==> src/rtl/mem_port_arbiter_if.sv <==
// Groups the fetch, load/store and memory-port signals of the memory port arbiter.
// Latency: none (signal bundle only).
// Backpressure: carried by stall (to the pipeline) and bus_ack (from the memory port).
interface mem_port_arbiter_if #(
    parameter int DATA_W = 32,
    parameter int ADDR_W = 32
);
    // IF stage requester
    logic              if_req;
    logic [ADDR_W-1:0] if_addr;
    logic [DATA_W-1:0] if_rdata;

    // MEM stage requester
    logic              m_MemRead;
    logic              m_MemWrite;
    logic [ADDR_W-1:0] m_addr;
    logic [DATA_W-1:0] m_wdata;
    logic [3:0]        m_be;
    logic [DATA_W-1:0] m_rdata;

    // Shared memory port
    logic              bus_req;
    logic              bus_we;
    logic [ADDR_W-1:0] bus_addr;
    logic [DATA_W-1:0] bus_wdata;
    logic [3:0]        bus_be;
    logic              bus_ack;
    logic [DATA_W-1:0] bus_rdata;

    // Pipeline control and status
    logic              stall;
    logic              bus_err;

    // Arbiter side
    modport master (
        input  if_req, if_addr,
        input  m_MemRead, m_MemWrite, m_addr, m_wdata, m_be,
        input  bus_ack, bus_rdata,
        output if_rdata, m_rdata,
        output bus_req, bus_we, bus_addr, bus_wdata, bus_be,
        output stall, bus_err
    );

    // Pipeline / memory side
    modport slave (
        output if_req, if_addr,
        output m_MemRead, m_MemWrite, m_addr, m_wdata, m_be,
        output bus_ack, bus_rdata,
        input  if_rdata, m_rdata,
        input  bus_req, bus_we, bus_addr, bus_wdata, bus_be,
        input  stall, bus_err
    );
endinterface

==> src/rtl/mem_port_arbiter.sv <==
// Shares one memory port between instruction fetch and load/store; data access wins (older instr).
// Latency: request seen in IDLE at N -> bus_req N+1 -> earliest ack N+1 -> rdata and stall release N+2.
// Backpressure: stall freezes the whole pipeline until every access requested this step is served.
module mem_port_arbiter #(
    parameter int DATA_W  = 32,
    parameter int ADDR_W  = 32,
    parameter int TIMEOUT = 255
) (
    input  logic              clk,
    input  logic              rst_n,
    mem_port_arbiter_if.master port
);

    localparam int CNT_W = (TIMEOUT < 1) ? 1 : $clog2(TIMEOUT + 1);

    typedef enum logic [1:0] {
        IDLE  = 2'd0,
        DATA  = 2'd1,
        FETCH = 2'd2
    } state_t;

    state_t            state;
    state_t            state_nxt;

    logic              d_req;
    logic              d_pend;
    logic              i_pend;
    logic              d_done;
    logic              i_done;
    logic              ack_hit;
    logic              timeout_hit;
    logic              xfer_end;
    logic [CNT_W-1:0]  wait_cnt;

    logic              cap_we;
    logic [ADDR_W-1:0] cap_addr;
    logic [3:0]        cap_be;
    logic [DATA_W-1:0] xfer_rdata;

    // An access is still owed to the pipeline until its done flag is set.
    assign d_req   = port.m_MemRead | port.m_MemWrite;
    assign d_pend  = d_req & ~d_done;
    assign i_pend  = port.if_req & ~i_done;

    // Gated by rst_n so the pipeline is released the moment reset asserts.
    assign port.stall   = rst_n & (d_pend | i_pend);
    assign port.bus_req = (state != IDLE);

    // Ack arriving on the timeout cycle counts as a normal completion.
    assign ack_hit     = port.bus_req & port.bus_ack;
    assign timeout_hit = port.bus_req & ~port.bus_ack & (wait_cnt == CNT_W'(TIMEOUT));
    assign xfer_end    = ack_hit | timeout_hit;
    assign xfer_rdata  = ack_hit ? port.bus_rdata : '0;

    // Payload to launch from IDLE: the data access takes precedence over the fetch.
    always_comb begin
        cap_we   = 1'b0;
        cap_addr = port.if_addr;
        cap_be   = 4'hF;
        if (d_pend) begin
            cap_we   = port.m_MemWrite;
            cap_addr = port.m_addr;
            if (port.m_MemWrite) begin
                cap_be = port.m_be;
            end
        end
    end

    // FSM state register.
    always_ff @(posedge clk or negedge rst_n) begin
        if (!rst_n) begin
            state <= IDLE;
        end else begin
            state <= state_nxt;
        end
    end

    // FSM next state: launch data before fetch, return to IDLE on ack or abort.
    always_comb begin
        state_nxt = state;
        case (state)
            IDLE: begin
                if (d_pend) begin
                    state_nxt = DATA;
                end else if (i_pend) begin
                    state_nxt = FETCH;
                end
            end
            DATA, FETCH: begin
                if (xfer_end) begin
                    state_nxt = IDLE;
                end
            end
            default: state_nxt = IDLE;
        endcase
    end

    // Capture the payload on launch and hold it while bus_req is high; count wait cycles.
    always_ff @(posedge clk or negedge rst_n) begin
        if (!rst_n) begin
            port.bus_we    <= 1'b0;
            port.bus_addr  <= '0;
            port.bus_wdata <= '0;
            port.bus_be    <= 4'h0;
            wait_cnt       <= '0;
        end else if (state == IDLE) begin
            wait_cnt <= '0;
            if (d_pend | i_pend) begin
                port.bus_we   <= cap_we;
                port.bus_addr <= cap_addr;
                port.bus_be   <= cap_be;
            end
            if (d_pend) begin
                port.bus_wdata <= port.m_wdata;
            end
        end else if (!port.bus_ack) begin
            wait_cnt <= wait_cnt + CNT_W'(1);
        end
    end

    // Return read data to the requester; an aborted read returns zero. Stores leave m_rdata alone.
    always_ff @(posedge clk or negedge rst_n) begin
        if (!rst_n) begin
            port.m_rdata  <= '0;
            port.if_rdata <= '0;
        end else if (xfer_end) begin
            if ((state == DATA) && !port.bus_we) begin
                port.m_rdata <= xfer_rdata;
            end
            if (state == FETCH) begin
                port.if_rdata <= xfer_rdata;
            end
        end
    end

    // Done flags live for one stall episode; they clear as soon as the pipeline advances.
    always_ff @(posedge clk or negedge rst_n) begin
        if (!rst_n) begin
            d_done <= 1'b0;
            i_done <= 1'b0;
        end else if (!port.stall) begin
            d_done <= 1'b0;
            i_done <= 1'b0;
        end else if (xfer_end) begin
            if (state == DATA) begin
                d_done <= 1'b1;
            end
            if (state == FETCH) begin
                i_done <= 1'b1;
            end
        end
    end

    // Sticky error on any aborted transfer.
    always_ff @(posedge clk or negedge rst_n) begin
        if (!rst_n) begin
            port.bus_err <= 1'b0;
        end else if (timeout_hit) begin
            port.bus_err <= 1'b1;
        end
    end

endmodule

==> src/flat_wrapper.sv <==
// flat-port wrapper written by rule: the top's interface ports become plain ports
module mem_port_arbiter_flat 
#(
    parameter int DATA_W  = 32,
    parameter int ADDR_W  = 32,
    parameter int TIMEOUT = 255
)
  (clk, rst_n, port_if_req, port_if_addr, port_m_MemRead, port_m_MemWrite, port_m_addr, port_m_wdata, port_m_be, port_bus_ack, port_bus_rdata, port_if_rdata, port_m_rdata, port_bus_req, port_bus_we, port_bus_addr, port_bus_wdata, port_bus_be, port_stall, port_bus_err);
  mem_port_arbiter_if #(.DATA_W(DATA_W), .ADDR_W(ADDR_W)) port_i ();
  input  logic clk;
  input  logic rst_n;
  input wire logic [$bits(port_i.if_req)-1:0] port_if_req;
  input wire logic [$bits(port_i.if_addr)-1:0] port_if_addr;
  input wire logic [$bits(port_i.m_MemRead)-1:0] port_m_MemRead;
  input wire logic [$bits(port_i.m_MemWrite)-1:0] port_m_MemWrite;
  input wire logic [$bits(port_i.m_addr)-1:0] port_m_addr;
  input wire logic [$bits(port_i.m_wdata)-1:0] port_m_wdata;
  input wire logic [$bits(port_i.m_be)-1:0] port_m_be;
  input wire logic [$bits(port_i.bus_ack)-1:0] port_bus_ack;
  input wire logic [$bits(port_i.bus_rdata)-1:0] port_bus_rdata;
  output wire logic [$bits(port_i.if_rdata)-1:0] port_if_rdata;
  output wire logic [$bits(port_i.m_rdata)-1:0] port_m_rdata;
  output wire logic [$bits(port_i.bus_req)-1:0] port_bus_req;
  output wire logic [$bits(port_i.bus_we)-1:0] port_bus_we;
  output wire logic [$bits(port_i.bus_addr)-1:0] port_bus_addr;
  output wire logic [$bits(port_i.bus_wdata)-1:0] port_bus_wdata;
  output wire logic [$bits(port_i.bus_be)-1:0] port_bus_be;
  output wire logic [$bits(port_i.stall)-1:0] port_stall;
  output wire logic [$bits(port_i.bus_err)-1:0] port_bus_err;
  assign port_i.if_req = port_if_req;
  assign port_i.if_addr = port_if_addr;
  assign port_i.m_MemRead = port_m_MemRead;
  assign port_i.m_MemWrite = port_m_MemWrite;
  assign port_i.m_addr = port_m_addr;
  assign port_i.m_wdata = port_m_wdata;
  assign port_i.m_be = port_m_be;
  assign port_i.bus_ack = port_bus_ack;
  assign port_i.bus_rdata = port_bus_rdata;
  assign port_if_rdata = port_i.if_rdata;
  assign port_m_rdata = port_i.m_rdata;
  assign port_bus_req = port_i.bus_req;
  assign port_bus_we = port_i.bus_we;
  assign port_bus_addr = port_i.bus_addr;
  assign port_bus_wdata = port_i.bus_wdata;
  assign port_bus_be = port_i.bus_be;
  assign port_stall = port_i.stall;
  assign port_bus_err = port_i.bus_err;
  mem_port_arbiter #(.DATA_W(DATA_W), .ADDR_W(ADDR_W), .TIMEOUT(TIMEOUT)) u_core (.clk(clk), .rst_n(rst_n), .port(port_i));
endmodule
==> config.mk <==
export PLATFORM = sky130hd
export DESIGN_NAME = mem_port_arbiter_flat
export DESIGN_NICKNAME = d
export VERILOG_FILES = /design/src/rtl/mem_port_arbiter_if.sv /design/src/rtl/mem_port_arbiter.sv /design/src/flat_wrapper.sv
export SDC_FILE = /design/constraint.sdc
export NUM_CORES = 1
export LEC_CHECK = 0
export CELL_PAD_IN_SITES_DETAIL_PLACEMENT = 0
export CELL_PAD_IN_SITES_GLOBAL_PLACEMENT = 2
export CORE_MARGIN = 2
export CORE_UTILIZATION = 27
export DETAILED_ROUTE_END_ITERATION = 12
export PLACE_DENSITY = 0.84
export RECOVER_POWER = 50
export SYNTH_ARGS = -nofsm -noshare
export SYNTH_HDL_FRONTEND = slang
export SYNTH_SLANG_ARGS = --single-unit
==> constraint.sdc <==
create_clock -name clk -period 3 [get_ports clk]
set_clock_uncertainty 0.15 [all_clocks]
set_input_delay 0.3 -clock clk [delete_from_list [all_inputs] [get_ports clk]]
set_output_delay 0.3 -clock clk [all_outputs]
set_load 0.05 [all_outputs]
==> results.yml, run 1 <==
synthesis:
  synth_cell_types: 38
  netlist_top_cells_area: "dfrtp_1 (62%), a22o_1 (9.6%), mux2_2 (6.1%)"
  synthArstFlopShare_pct: 100
  syn_nets: 582
  synth_top_area_share_pct: 62.3
  synth_cells: 440
  ys_top_cells_by_count: "dfrtp_1 (146), a22o_1 (64), nand2_1 (36)"
  synth_xor_xnor_area_share_pct: 0.896
  synth-seq-cells: 146
  dominantRegCellSynth: "dfrtp_1"
  muxShareOfSynthArea_pct: 11.8
  synth_edf_count: 0
  yosysMostFrequentCell: "dfrtp_1"
  synthAdderAreaFrac_pct: 0.853
  avgSynthCellArea_um2: 13.3
  synth_top_area_cell: "dfrtp_1"
  synth.yosys.seq_area_share_pct: 62.3
  synth_area_um2: 5870
  yosys.area_share.simple_pct: 5.63
  synth_top_family_by_area: "compound AO/OA/AOI/OAI gates"
  synth-compound-area-share_pct: 15.0
  ys_warn_count: 0
detailed_routing:
  drtAntennaViolNets: 0
  wl_um: 17500
  via_count: 4545
  dr.pass1.iters: 4
  viasPerCell: 4.55
  drcViolationCount: 0
  wire_per_inst_um: 17.5
  drtIter0Drc: 143
finish:
  fin_cells: 999
  multi_input_area_um2: 1990
  final.fill_count: 1895
  syn_to_final_growth_pct: 60.8
  layout-drive-gt1-share_pct: 10.9
  regArea_um2: 3650
  antenna-diode-count: 0
  nNetsFinal: 853
global_routing:
  antenna_found_initial: 0
  grt_pass1_vias: 4736
  grt_pass1_wl_um: 26500
  overflow: 0
  grt_max_degree: 147
  grtUsageTotal_pct: 15.4
critical_path:
  endpoint_kind: "output port"
  r2r_slack_ns: 0.29
  critical-path-max-stage-delay_ns: 0.83
  cp_slowest_cell: "clkdlybuf4s50_1"
  cp-start-kind: "flop"
  crit_required_ns: 2.55
  crit_chain: "inv_1, ha_1, buf_4, inv_1, clkdlybuf4s50_1"
  crit_type: "flop to output port"
  cp_max_fo: 10
  critical_path.most_common_cell: "inv_1"
  crit_arrival_ns: 2.39
timing:
  clock.fmax_mhz: 353
  finalCritPeriodShare_pct: 94.5
  hold_ws_ns: 0.311
  grt_setup_unrepaired: "no"
  setup_tns_ns: 0
  fin_ws_ns: 0.164
  setup_viol: 0
  tightest_slew_ns: 2.02
  finalCriticalPeriod_ns: 2.84
  maxSlewHeadroom_pct: -34.4
  maxSlewViolCount: 147
  hold_viol: 0
clock_tree:
  ctsLongestPathBuffers: 2
  cts_sinks: 146
  insertion_delay_ns: 0.41
  cts.clk_slew.worst_paths_ns: 0.06
  ctsHoldBuffers: 1
  root_buffer: "clkbuf_16"
  cts_htree_levels: 4
  postCtsResizedCells: 0
  cts_setup_buffers: 0
  tritoncts: "yes"
  numCtsBuffers: 17
run:
  drv_cap: 1
floorplan:
  dieArea_um2: 22900
  ioPinCount: 274
  num_rows: 53
  start_util_pct: 27.7
  die_w_um: 151
  core_um2: 21200
  chipHeight_um: 151
place:
  gp_congestion: 0.782
  hpwlAfterDp_um: 12600
  dp.cells: 966
  portBuffers: 273
  place_ws_ns: 0.418
power:
  power_w: 0.0122
  leakagePower_nw: 4.12
  pwr_density_cell_nw_per_um2: 1290
  ir_drop_mv: 0.760
hold_path:
  hp-class: "flop to flop"
run_status:
  violations: "max-capacitance violations, max-slew violations"
  outcome: "finished with violations"
flip-flops by register name, indices dropped and copies added, names as in the netlist:
register	count
u_core.port.bus_be	4
u_core.port.bus_we	1
u_core.port.if_rdata	32
u_core.port.m_rdata	32
u_core.port.bus_addr	32
u_core.wait_cnt	8
u_core.state	2
u_core.port.bus_err	1
u_core.port.bus_wdata	32
u_core.i_done	1
u_core.d_done	1
power by group:
part | total [W] | switching, W | leakage [nW] | internal, W
Combinational | 0.00670 | 0.00439 | 2.03 | 0.00230
Clock | 0.00212 | 0.000934 | 0.286 | 0.00119
Sequential | 0.00335 | 0.000495 | 1.80 | 0.00286
Total | 0.0122 | 0.00582 | 4.12 | 0.00635
metal layers:
metal | track usage [%] | wire (um) | up-vias
met4 | 4.81 | 259 | 0
met1 | 18.9 | 7190 | 2181
met5 | 0 | 0 | -
met3 | 7.02 | 1770 | 19
met2 | 24.3 | 8280 | 205
li1 | - | - | 2140
stage by stage:
step	area, um2	util (%)
floorplan	5870	-
global placement	8870	42.0
detailed placement	8870	42.0
CTS	9480	44.8
global route	9430	44.6
finish	9430	44.6
final timing paths:
check	from	to	depth (start not counted)
worst min-delay path	u_core.port.bus_err$_DFFE_PN0P_	u_core.port.bus_err$_DFFE_PN0P_	1
worst max register to register	u_core.state[0]$_DFFE_PN0P_	u_core.port.m_rdata[22]$_DFFE_PN0P_	6
min in group asynchronous	rst_n	u_core.i_done$_DFFE_PN0P_	3
worst max-delay path	u_core.state[0]$_DFFE_PN0P_	port_bus_req	5
worst min register to register	u_core.port.bus_err$_DFFE_PN0P_	u_core.port.bus_err$_DFFE_PN0P_	1
max in group asynchronous	rst_n	u_core.port.m_rdata[5]$_DFFE_PN0P_	3
critical path: cells and delay by family (launching register included):
kind                     cells  cell delay, ns
buffers and inverters        4            1.21
flip-flops                   1            0.41
adder cells (fa/ha/maj)      1            0.35
final cells by class:
cell class | instances | share of cell area (%)
Sequential cell | 146 | 38.7
Tap cell | 275 | 3.65
Clock inverter | 14 | 1.72
Timing Repair Buffer | 282 | 29.9
Multi-Input combinational cell | 256 | 21.1
Inverter | 8 | 0.318
Clock buffer | 18 | 4.55
cell usage in the layout, fill, tap and decap left out, types with 7 or more instances in the layout:
cell	synthesis	routed
mux2_2	32	32
clkdlybuf4s50_1	0	213
dfrtp_1	146	146
nor2_1	7	7
inv_1	8	8
a22o_1	64	64
clkbuf_16	0	17
nand2_1	36	36
mux2i_1	33	33
o21ai_0	35	35
dlygate4sd3_1	0	59
kinds of logic (layout without fill, tap and decap cells):
logic type,Yosys count,after routing
xor gates and xnor gates,6,6
buffers and inverters,38,322
AOI/OAI and AO/OA,117,117
and+or+nand+nor,64,64
adders and majority gates,4,4
muxes,65,65
DFF,146,146
No activity file was read; power rests on OpenSTA's default activity.
==> inputs of run 2 (changes only) <==
Settings changed: CAP_MARGIN set to 10, CTS_CLUSTER_SIZE set to 28.
==> results of run 2 <==
The final DEF is identical to that of run 1; final timing and power are the same.
==> inputs of run 3 (changes only) <==
Settings changed: CORE_MARGIN 2 to not set, CORE_UTILIZATION 27 to 42, DONT_BUFFER_PORTS set to 1.
==> run 3 against run 2 <==
- the flow now stops in clock tree synthesis
- area after synthesis unchanged
- synthesized cell count is the same
==> results.yml, run 3 <==
clock_tree:
  cts_sinks: 146
  postCtsResizedCells: 0
  cts_htree_levels: 4
  cts_setup_buffers: 0
  numCtsBuffers: 17
  root_buffer: "clkbuf_16"
  ctsLongestPathBuffers: 2
  ctsHoldBuffers: 126
synthesis:
  synth_top_area_cell: "dfrtp_1"
  yosysMostFrequentCell: "dfrtp_1"
  synth-seq-cells: 146
  synthArstFlopShare_pct: 100
  synth_area_um2: 5870
  synth_cell_types: 38
  dominantRegCellSynth: "dfrtp_1"
  synth_top_area_share_pct: 62.3
  ys_warn_count: 0
  avgSynthCellArea_um2: 13.3
  synth_edf_count: 0
  synth_cells: 440
  ys_top_cells_by_count: "dfrtp_1 (146), a22o_1 (64), nand2_1 (36)"
  synth.yosys.seq_area_share_pct: 62.3
  syn_nets: 582
  netlist_top_cells_area: "dfrtp_1 (62%), a22o_1 (9.6%), mux2_2 (6.1%)"
place:
  gp_congestion: 0.778
  dp.cells: 596
  place_ws_ns: 0.621
  portBuffers: 0
  hpwlAfterDp_um: 9440
floorplan:
  chipHeight_um: 120
  die_w_um: 120
  ioPinCount: 274
  num_rows: 42
  start_util_pct: 43.6
run_status:
  stop_error: "[ERROR RSZ-0060] Max buffer count reached."
  lastStage: "clock tree synthesis"
  outcome: "aborted with a tool error"
## run 3: logic make-up after synthesis
logic type | synth area share [%]
AO/OA/AOI/OAI | 15.0
XOR/XNOR | 0.896
adder cells (fa/ha/maj) | 0.853
buffers and inverters | 3.54
flip-flops | 62.3
multiplexers | 11.8
AND/OR/NAND/NOR | 5.63
## run 3: per-stage QoR
stage / cell area, um2 / util [%] / hold WS (ns)
after detailed placement: 6000 / 44.6 / -0.142
after global placement: 6000 / 44.6 / -0.142
after floorplan: 5870 / - / -0.146
==> inputs of run 4 (changes only) <==
Settings changed: CELL_PAD_IN_SITES_DETAIL_PLACEMENT 0 to not set, CELL_PAD_IN_SITES_GLOBAL_PLACEMENT 2 to not set, CORE_UTILIZATION 42 to 28, CTS_CLUSTER_SIZE 28 to not set, PLACE_DENSITY 0.84 to not set, PLACE_DENSITY_LB_ADDON set to 0.15.
==> run 4 against run 3 <==
- the flow now finishes, with violations (negative hold slack)
==> results.yml, run 4 (synthesis gave the netlist of run 1 again) <==
timing:
  hold_ws_ns: -0.565
  hold_viol: 146
  clock.fmax_mhz: 403
  finalCriticalPeriod_ns: 2.48
  finalCritPeriodShare_pct: 82.7
  setup_tns_ns: 0
  maxSlewViolCount: 0
  maxSlewHeadroom_pct: 47.0
  setup_viol: 0
  grt_setup_unrepaired: "no"
  tightest_slew_ns: 0.793
critical_path:
  r2r_slack_ns: 0.52
  cp_max_fo: 33
  crit_path_start: "u_core.state[0]$_DFFE_PN0P_"
  rr_worst_depth: 6
  crit_arrival_ns: 2.63
  worst_r2r_endpoint: "u_core.port.bus_wdata[11]$_DFFE_PN0P_"
  crit_required_ns: 3.15
  rr_startpoint: "u_core.state[0]$_DFFE_PN0P_"
  endpoint_kind: "flop"
  cp-start-kind: "flop"
  crit_type: "flop to flop"
global_routing:
  grt_pass1_wl_um: 25100
  grt_max_degree: 148
  grtUsageTotal_pct: 15.3
  grt-busiest-layer: "met2"
  met1_usage_pct: 17.1
  grt_pass1_vias: 4401
  overflow: 0
  antenna_found_initial: 0
  grt_use_met2_pct: 25.9
  use_met3_pct: 6.12
clock_tree:
  cts_setup_buffers: 0
  root_buffer: "clkbuf_16"
  ctsHoldBuffers: 135
  postCtsResizedCells: 0
  ctsLongestPathBuffers: 2
  numCtsBuffers: 17
  insertion_delay_ns: 0.41
  cts_htree_levels: 4
  cts.clk_slew.worst_paths_ns: 0.06
  tritoncts: "yes"
  cts_sinks: 146
finish:
  final_cell_mix: "dfrtp_1 (146), dlygate4sd3_1 (135), a22o_1 (64)"
  mostFrequentLayoutCell: "dfrtp_1"
  layout-drive-gt1-share_pct: 13.5
  final.fill_count: 1917
  regArea_um2: 3650
  nNetsFinal: 715
  final_area_um2: 8030
  multi_input_area_um2: 2020
  antenna-diode-count: 0
  syn_to_final_growth_pct: 36.9
floorplan:
  die_w_um: 147
  num_rows: 52
  chipHeight_um: 147
  dieArea_um2: 21500
  core_um2: 20400
  ioPinCount: 274
  start_util_pct: 28.8
run_status:
  outcome: "finished with violations"
  violations: "negative hold slack"
place:
  gp_congestion: 0.781
  placed_cell_area_um2: 6110
  portBuffers: 0
  hpwlAfterDp_um: 10100
detailed_routing:
  wl_um: 16000
  wire_per_inst_um: 18.8
  drtIter0Drc: 140
  via_count: 4158
  viasPerCell: 4.86
  drtAntennaViolNets: 0
  dr.pass1.iters: 4
  drcViolationCount: 0
power:
  pwr_density_cell_nw_per_um2: 1310
  leakagePower_nw: 3.61
  ir_drop_mv: 0.601
run:
  drv_cap: 0
hold_path:
  hp-class: "primary input to asynchronous set/reset pin"
run 4: power by group:
group	internal, W	switching [W]	leakage [nW]
Combinational	0.00104	0.000891	1.52
Sequential	0.00280	0.00372	1.80
Clock	0.00117	0.000912	0.281
run 4: worst max-delay path by stage:
stage | to | slack (ns) | cells after the start
after floorplan | u_core.port.bus_wdata[10]$_DFFE_PN0P_ | 1.08 | 7
after global placement | u_core.port.bus_wdata[4]$_DFFE_PN0P_ | 0.55 | 6
after detailed placement | u_core.port.m_rdata[17]$_DFFE_PN0P_ | 0.50 | 7
after CTS | u_core.port.m_rdata[5]$_DFFE_PN0P_ | 0.48 | 7
after global routing | u_core.port.m_rdata[0]$_DFFE_PN0P_ | 0.30 | 7
final | u_core.port.bus_wdata[11]$_DFFE_PN0P_ | 0.52 | 6
run 4: worst max-delay path, cell delays in order (launching register included):
cell     delay (ns)
dfrtp_1        0.41
inv_1          0.10
ha_1           0.54
nor2b_1        0.25
o21a_1         0.14
buf_4          0.38
mux2_2         0.39
run 4: layout make-up:
type	count	area share (%)
clock buffer	17	5.30
clock inverter	14	1.88
inverter	8	0.374
multi-input combinational	256	25.1
sequential	146	45.5
tap	270	4.20
timing repair buffer	144	17.7
run 4: routing by layer:
layer	vias up	share of wire, %
li1	1857	-
met1	2071	39
met2	216	50
met3	14	9.4
met4	0	1.5
met5	-	0
run 4: per-stage QoR:
stage	hold WS, ns	std cells	setup slack, ns	utilization [%]	power, W
3_5_place_dp	-0.142	689	0.499	30.0	0.00829
4_1_cts	-0.595	855	0.478	39.5	0.0106
3_3_place_gp	-0.141	689	0.552	30.0	0.00825
5_1_grt	-0.600	855	0.299	39.5	0.0110
2_1_floorplan	-0.146	440	1.08	-	0.00780
6_report	-0.565	855	0.519	39.5	0.0105
